[src/rtl/flag_branch_unit_if.sv]
// flag_branch_unit_if: execute-stage flag results and branch handshake bundle.
// The master side drives ALU results and branch requests. The slave side is
// the flag/branch unit, which returns br_ready and the registered resolution.
interface flag_branch_unit_if;
  logic       ex_valid;
  logic [2:0] ex_opcode;
  logic [2:0] ex_flags;
  logic       br_valid;
  logic [2:0] br_ccc;
  logic       br_ready;
  logic       br_res_valid;
  logic       br_taken;

  modport master (
    output ex_valid, ex_opcode, ex_flags, br_valid, br_ccc,
    input  br_ready, br_res_valid, br_taken
  );

  modport slave (
    input  ex_valid, ex_opcode, ex_flags, br_valid, br_ccc,
    output br_ready, br_res_valid, br_taken
  );
endinterface

[src/rtl/flag_branch_unit.sv]
// flag_branch_unit: architectural {Z,V,N} flag register plus branch condition
// resolution.
// Optional feature macro FLAG_FWD_EN: when defined, branches never stall.
// They are evaluated against the flags as merged with this cycle's ALU write.
// Without it, a branch waits out every cycle that carries a flag-writing op.
// A saturating counter records those stall cycles.
module flag_branch_unit #(
  parameter int STALL_CNT_W = 16
) (
  input  logic                   clk,
  input  logic                   rst,
  flag_branch_unit_if.slave      bus,
  output logic [2:0]             flags_q,
  output logic [STALL_CNT_W-1:0] stall_cnt
);

  // Condition code evaluation over flags {Z,V,N}.
  function automatic logic cond_eval(input logic [2:0] ccc, input logic [2:0] f);
    logic z;
    logic v;
    logic n;
    logic r;
    z = f[2];
    v = f[1];
    n = f[0];
    case (ccc)
      3'b000:  r = ~z;                    // NE
      3'b001:  r = z;                     // EQ
      3'b010:  r = ~z & ~n;               // GT
      3'b011:  r = n;                     // LT
      3'b100:  r = z | (~z & ~n);         // GTE
      3'b101:  r = n | z;                 // LTE
      3'b110:  r = v;                     // OVF
      default: r = 1'b1;                  // always
    endcase
    return r;
  endfunction

  // Apply the ALU write mask over the current flags.
  // ADD/SUB write all three flags, XOR/RED write Z only, and 1xx writes nothing.
  function automatic logic [2:0] merge_flags(input logic       ev,
                                             input logic [2:0] op,
                                             input logic [2:0] fl,
                                             input logic [2:0] cur);
    logic [2:0] r;
    if (!ev) begin
      r = cur;
    end else begin
      case (op)
        3'b000, 3'b001: r = fl;
        3'b010, 3'b011: r = {fl[2], cur[1:0]};
        default:        r = cur;
      endcase
    end
    return r;
  endfunction

  logic       flag_write_s;
  logic [2:0] next_flags_s;
  logic [2:0] eval_flags_s;
  logic       accept_s;
  logic       stall_s;
  logic       stall_sat_s;

  // Hazard detection, handshake and the flag view used for evaluation.
  always_comb begin
    flag_write_s = bus.ex_valid & ~bus.ex_opcode[2];
    next_flags_s = merge_flags(bus.ex_valid, bus.ex_opcode, bus.ex_flags, flags_q);
`ifdef FLAG_FWD_EN
    bus.br_ready = 1'b1;
    eval_flags_s = next_flags_s;
`else
    bus.br_ready = ~flag_write_s;
    eval_flags_s = flags_q;
`endif
    accept_s    = bus.br_valid & bus.br_ready;
    stall_s     = bus.br_valid & ~bus.br_ready;
    stall_sat_s = &stall_cnt;
  end

  // Flag register, registered resolution pulse and saturating stall counter.
  // Reset wins over every same-cycle write or accept.
  always_ff @(posedge clk) begin
    if (rst) begin
      flags_q          <= 3'b000;
      bus.br_taken     <= 1'b0;
      bus.br_res_valid <= 1'b0;
      stall_cnt        <= {STALL_CNT_W{1'b0}};
    end else begin
      flags_q          <= next_flags_s;
      bus.br_res_valid <= accept_s;
      if (accept_s) begin
        bus.br_taken <= cond_eval(bus.br_ccc, eval_flags_s);
      end else begin
        bus.br_taken <= bus.br_taken;
      end
      if (stall_s && !stall_sat_s) begin
        stall_cnt <= stall_cnt + {{(STALL_CNT_W-1){1'b0}}, 1'b1};
      end else begin
        stall_cnt <= stall_cnt;
      end
    end
  end

endmodule

[src/flat_wrapper.sv]
// flat-port wrapper written by rule: the top's interface ports become plain ports
module flag_branch_unit_flat 
#(
  parameter int STALL_CNT_W = 16
)
  (clk, rst, flags_q, stall_cnt, bus_ex_valid, bus_ex_opcode, bus_ex_flags, bus_br_valid, bus_br_ccc, bus_br_ready, bus_br_res_valid, bus_br_taken);
  flag_branch_unit_if bus_i ();
  input  logic clk;
  input  logic rst;
  output logic [2:0] flags_q;
  output logic [STALL_CNT_W-1:0] stall_cnt;
  input wire logic [$bits(bus_i.ex_valid)-1:0] bus_ex_valid;
  input wire logic [$bits(bus_i.ex_opcode)-1:0] bus_ex_opcode;
  input wire logic [$bits(bus_i.ex_flags)-1:0] bus_ex_flags;
  input wire logic [$bits(bus_i.br_valid)-1:0] bus_br_valid;
  input wire logic [$bits(bus_i.br_ccc)-1:0] bus_br_ccc;
  output wire logic [$bits(bus_i.br_ready)-1:0] bus_br_ready;
  output wire logic [$bits(bus_i.br_res_valid)-1:0] bus_br_res_valid;
  output wire logic [$bits(bus_i.br_taken)-1:0] bus_br_taken;
  assign bus_i.ex_valid = bus_ex_valid;
  assign bus_i.ex_opcode = bus_ex_opcode;
  assign bus_i.ex_flags = bus_ex_flags;
  assign bus_i.br_valid = bus_br_valid;
  assign bus_i.br_ccc = bus_br_ccc;
  assign bus_br_ready = bus_i.br_ready;
  assign bus_br_res_valid = bus_i.br_res_valid;
  assign bus_br_taken = bus_i.br_taken;
  flag_branch_unit #(.STALL_CNT_W(STALL_CNT_W)) u_core (.clk(clk), .rst(rst), .bus(bus_i), .flags_q(flags_q), .stall_cnt(stall_cnt));
endmodule
[config.mk]
export PLATFORM = sky130hd
export DESIGN_NAME = flag_branch_unit_flat
export DESIGN_NICKNAME = d
export VERILOG_FILES = /design/src/rtl/flag_branch_unit_if.sv /design/src/rtl/flag_branch_unit.sv /design/src/flat_wrapper.sv
export SDC_FILE = /design/constraint.sdc
export NUM_CORES = 1
export LEC_CHECK = 0
export CELL_PAD_IN_SITES_DETAIL_PLACEMENT = 1
export CELL_PAD_IN_SITES_GLOBAL_PLACEMENT = 1
export CORE_ASPECT_RATIO = 0.9
export CORE_UTILIZATION = 30
export DETAILED_ROUTE_END_ITERATION = 8
export GPL_ROUTABILITY_DRIVEN = 0
export PLACE_DENSITY_LB_ADDON = 0.1
export SLEW_MARGIN = 20
export SYNTH_ARGS = -nofsm -noshare
export SYNTH_HDL_FRONTEND = slang
export SYNTH_SLANG_ARGS = --single-unit
[constraint.sdc]
create_clock -name clk -period 1.64 [get_ports clk]
set_clock_uncertainty 0.15 [all_clocks]
set_input_delay 0.492 -clock clk [delete_from_list [all_inputs] [get_ports clk]]
set_output_delay 0.492 -clock clk [all_outputs]
set_load 0.02 [all_outputs]
After elaboration in Yosys (flattened, before gate mapping):

Cells that the tools add are included.

* register bits after elaboration: 21
* bits of input ports: 13
* output and inout bits: 22
* logic and storage cells: 38

* add/subtract/negate cells: 1
* eq/ne operators: 9
* muxes and demuxes: 2
* bitwise operators: 11
* reductions and logical operators: 10

Operators by type and width (number)
* adder 16 x 1 -> 16 bit, second input constant: 1
* AND reduction 16 bit: 1
* equality test 3 x 2 -> 1 bit, second input constant: 4
* equality test 3 bit, second input constant: 3
* case mux 1 bit (7 select lines): 1
* equality test 3 x 1 -> 1 bit, second input constant: 2
* logical NOT 3 bit: 2
* case mux 3 bit (2 select lines): 1
* NOT 1 bit: 5
* bitwise AND 1 bit: 4
* OR reduction 2 bit: 2
* AND reduction 3 bit: 1
* bitwise OR 1 bit: 2
* AND reduction 2 bit: 1
* nonzero test 2 bit: 1
* logical AND 1 bit: 1
* logical NOT 1 bit: 1

Depth between registers and ports, before layout:

* word-level depth: 4
* depth in mapped cells: 5
* gate-level depth less buffers: 5

Least setup slack after synthesis:

OpenSTA, ideal clock, no wires.

* kind: reg2reg
* from: register u_core.stall_cnt[0]
* to: register u_core.stall_cnt[7]
* setup time: 132 ps
* arrival time: 1568 ps
* required time: 1358 ps
* slack: -210 ps
* cell stages (with the launch flop): 6
* buffers on the path: 0
* clock period less this slack: 1850 ps
* cells stage by stage: dfxtp_1 ha_1 nand4_2 nor4_4 or4_1 a21oi_1

* cells in the longest elaborated chain, start to end: 3
* elaborated cells on any way between the ends: 4
* those cells by class: add/sub (1); reduce/logical (3)

Ends and longest elaborated chain
* start, declared: RTL line flag_branch_unit.sv:14 `output logic [STALL_CNT_W-1:0] stall_cnt`
* start signal, assigned: RTL line flag_branch_unit.sv:88 `stall_cnt <= {STALL_CNT_W{1'b0}};`
* start signal, assigned: RTL line flag_branch_unit.sv:98 `stall_cnt <= stall_cnt + {{(STALL_CNT_W-1){1'b0}}, 1'b1};`
* start signal, assigned: RTL line flag_branch_unit.sv:100 `stall_cnt <= stall_cnt;`
* parallel branches: the longest is 3 deep, another holds adder 16 x 1 -> 16 bit

Several ways; the timed one is not identified.
A chain may end at the register's enable or synchronous reset.

Final worst setup path:

* from: register u_core.stall_cnt[5]
* to: register u_core.stall_cnt[13]

The elaborated chain is that of the path after synthesis.

==> impl_metrics.yaml <==
status:
  outcome: "finished, violations left"
  violations: "setup timing"
clocking:
  cts-root-buf: "clkbuf_8"
  clock_latency_ns: 0.27
  cts_sinks: 21
  cts_tree: "done"
  cts_made_buffers: 3
  cts_buffer_depth: 2
  htreeDepth: 1
  clk_pin_slew_worst_paths_ns: 0.08
pwr:
  leakagePower_nw: 0.823
  power_density_mw_per_mm2: 507
  vdd_drop_max_mv: 0.368
  p_total_uw: 998
logic_synthesis:
  synth_mux_area_share_pct: 3.65
  ys_seq_area_share_pct: 37.2
  synth_top_flop_cell: "dfxtp_1"
  yosysWarnings: 0
  synth_edf_count: 0
  synthAdderAreaFrac_pct: 1.11
  ys_types: 38
  syn_nets: 143
  yosys-top-cells-count: "dfxtp_1, a21oi_1, nor2_1"
  postSynthAreaPerCell_um2: 8.76
  synthArstFlopShare_pct: 0
  synth_top_family_by_area: "simple AND/OR/NAND/NOR gates"
  synth_top_area_share_pct: 37.2
  synth-xor-area-share_pct: 0
  ys_ff_latch: 21
  yosysMostFrequentCell: "dfxtp_1"
  yosys-top-cells-area: "dfxtp_1, a21oi_1, o31ai_1, or4_1, nand4_2"
  yosys.area_share.simple_pct: 36.0
  synth_top_area_cell: "dfxtp_1"
  syn_inst: 129
  synth-compound-area-share_pct: 19.7
  syn-cell-area_mm2: 0.00113
route:
  first_pass_iters: 3
  routed_wirelength_mm: 3.87
  wl_per_cell_um: 16.0
  viasPerCell: 5.42
  ant_nets: 0
  num_vias: 1311
  drt-initial-drc-count: 26
  drc: 0
die:
  dieArea_mm2: 0.00402
  row_count: 20
  io_pins: 35
  core_mm2: 0.00348
  die-width_um: 66.7
  start_util_pct: 32.5
  die_h_um: 60.2
sta:
  rsz0062_at_grt: "true"
  fmax_mhz: 593
  hold_violations: 0
  finalSetupViolations: 7
  layout_worst_path_cycle_share_pct: 103
  setup_slack_ns: -0.0461
  maxSlewHeadroom_pct: 75.2
  timing.final.max_slew_violations: 0
  period_needed_ns: 1.69
  worst_pin_slew_ns: 0.367
worst_hold_path:
  hold_start: "u_core.stall_cnt[14]"
  min_path_cells: 2
  holdPathEnd: "u_core.stall_cnt[14]"
  hold_class: "flop to flop"
final_layout:
  n_antenna_cell: 0
  regArea_um2: 445
  fin_util_pct: 56.7
  multiInputGateArea_um2: 840
  drive_above_1_share_pct: 55.1
  nets: 213
  design_area_mm2: 0.00197
  final_cells: 242
  num-fill-cells: 399
  syn_to_final_growth_pct: 74.4
setup_path:
  cp.arrival_ns: 1.70
  r2r_cells: 4
  reg2reg_slack_ns: -0.05
  worstSetupPathType: "flop to flop"
  worstPathCellList: "and3_4 > nand4_4 > nor4_2 > mux2_2"
  worstReg2RegEnd: "u_core.stall_cnt[13]"
  start_kind: "flop"
  cpMaxStageDelayCell: "dfxtp_2"
  cp_max_fo: 7
  crit_path_max_incr_delay_ns: 0.41
  endpoint_kind: "flop"
  reg2reg_from: "u_core.stall_cnt[5]"
  required_ns: 1.65
global_route:
  antenna_found_initial: 0
  grt_pass1_wl_mm: 6.13
  track_usage_pct: 20.8
  first_global_vias: 1279
  grt_max_degree: 13
  grt_overflow_total: 0
placement:
  dp_cells: 234
  place_area_mm2: 0.00178
  place_worst_setup_slack_ns: -0.743
  dp_hpwl_mm: 2.70
  numPortBuffers: 33
job:
  cap_violations: 0
[state kept, by name, indices dropped and copies added (netlist names)]
register,count
u_core.stall_cnt,16
u_core.bus.br_taken,1
u_core.flags_q,3
u_core.bus.br_res_valid,1
[final cells by class]
class,count,area share (%)
clock buffer,3,2.10
clock inverter,1,0.254
inverter,4,0.762
tap,44,2.79
multi-input combinational,101,42.6
sequential,21,22.6
timing repair buffer,68,28.9
[critical path: cells and delay by family (launching register included)]
family | cells | cell delay [ns]
flip-flops | 1 | 0.41
multiplexers | 1 | 0.36
AND/OR/NAND/NOR | 3 | 0.66
[per-layer routing]
layer / share of wire, % / GRT usage, %
met2: 53 / 36.8
met4: 1.5 / 7.60
met5: 0 / 0
met3: 3.8 / 5.73
met1: 41 / 24.0
[stage by stage]
step	hold slack, ns	TNS, ns
after floorplan	0.363	-0.486
after global placement	0.339	-9.38
after detailed placement	0.369	-10.51
after CTS	0.382	-0.164
after global routing	0.398	-0.730
final	0.376	-0.175
[worst max-delay path by stage]
stage	start	end	slack [ns]
global route	u_core.stall_cnt[0]	u_core.stall_cnt[11]	-0.11
CTS	u_core.stall_cnt[0]	u_core.stall_cnt[13]	-0.05
floorplan	bus_ex_opcode[2]	u_core.stall_cnt[13]	-0.13
global placement	bus_ex_opcode[2]	bus_br_ready	-0.72
detailed placement	bus_ex_opcode[2]	bus_br_ready	-0.74
finish	u_core.stall_cnt[5]	u_core.stall_cnt[13]	-0.05
[what timing repair did]
item / CTS / global route
endpoints found under the setup margin: 38 / 28
gates resized for setup: 85 / 31
hold buffers: 0 / 0
gates cloned: 0 / 0
buffers inserted: 2 / 3
pin swaps: 13 / 8
[placed cells by master, fill, tap and decap left out, types with 2 or more instances in the layout]
cell type	synthesis	layout
a21oi_1	18	10
mux2i_1	3	3
nor3_1	4	3
nand3_1	5	4
buf_6	0	3
clkbuf_8	0	3
nand2b_1	3	3
buf_2	0	5
clkdlybuf4s15_2	0	8
clkdlybuf4s50_1	0	6
o21ai_0	7	7
clkbuf_2	0	5
inv_1	4	4
a21oi_2	0	8
nand4_4	1	4
nand2_1	7	6
dfxtp_1	21	7
dlygate4sd2_1	0	6
nor2_1	9	9
nor2b_1	2	2
or3_1	3	3
or4_4	0	5
and3_4	0	3
dfxtp_2	0	11
o31ai_1	6	5
buf_4	0	32
dfxtp_4	0	3
[report_power, final]
| part | switching [mW] | internal [mW] | leakage [nW] |
|---|---|---|---|
| Clock | 0.189 | 0.170 | 0.0255 |
| Sequential | 0.00439 | 0.512 | 0.178 |
| Combinational | 0.0606 | 0.0617 | 0.619 |
| Total | 0.254 | 0.744 | 0.823 |
[logic make-up after synthesis]
kind of cell / after synthesis
simple gates: 59
compound gates: 37
flops: 21
buf+inv: 7
mux: 4
fa+ha+maj: 1
Power figures use the tool's default switching activity.
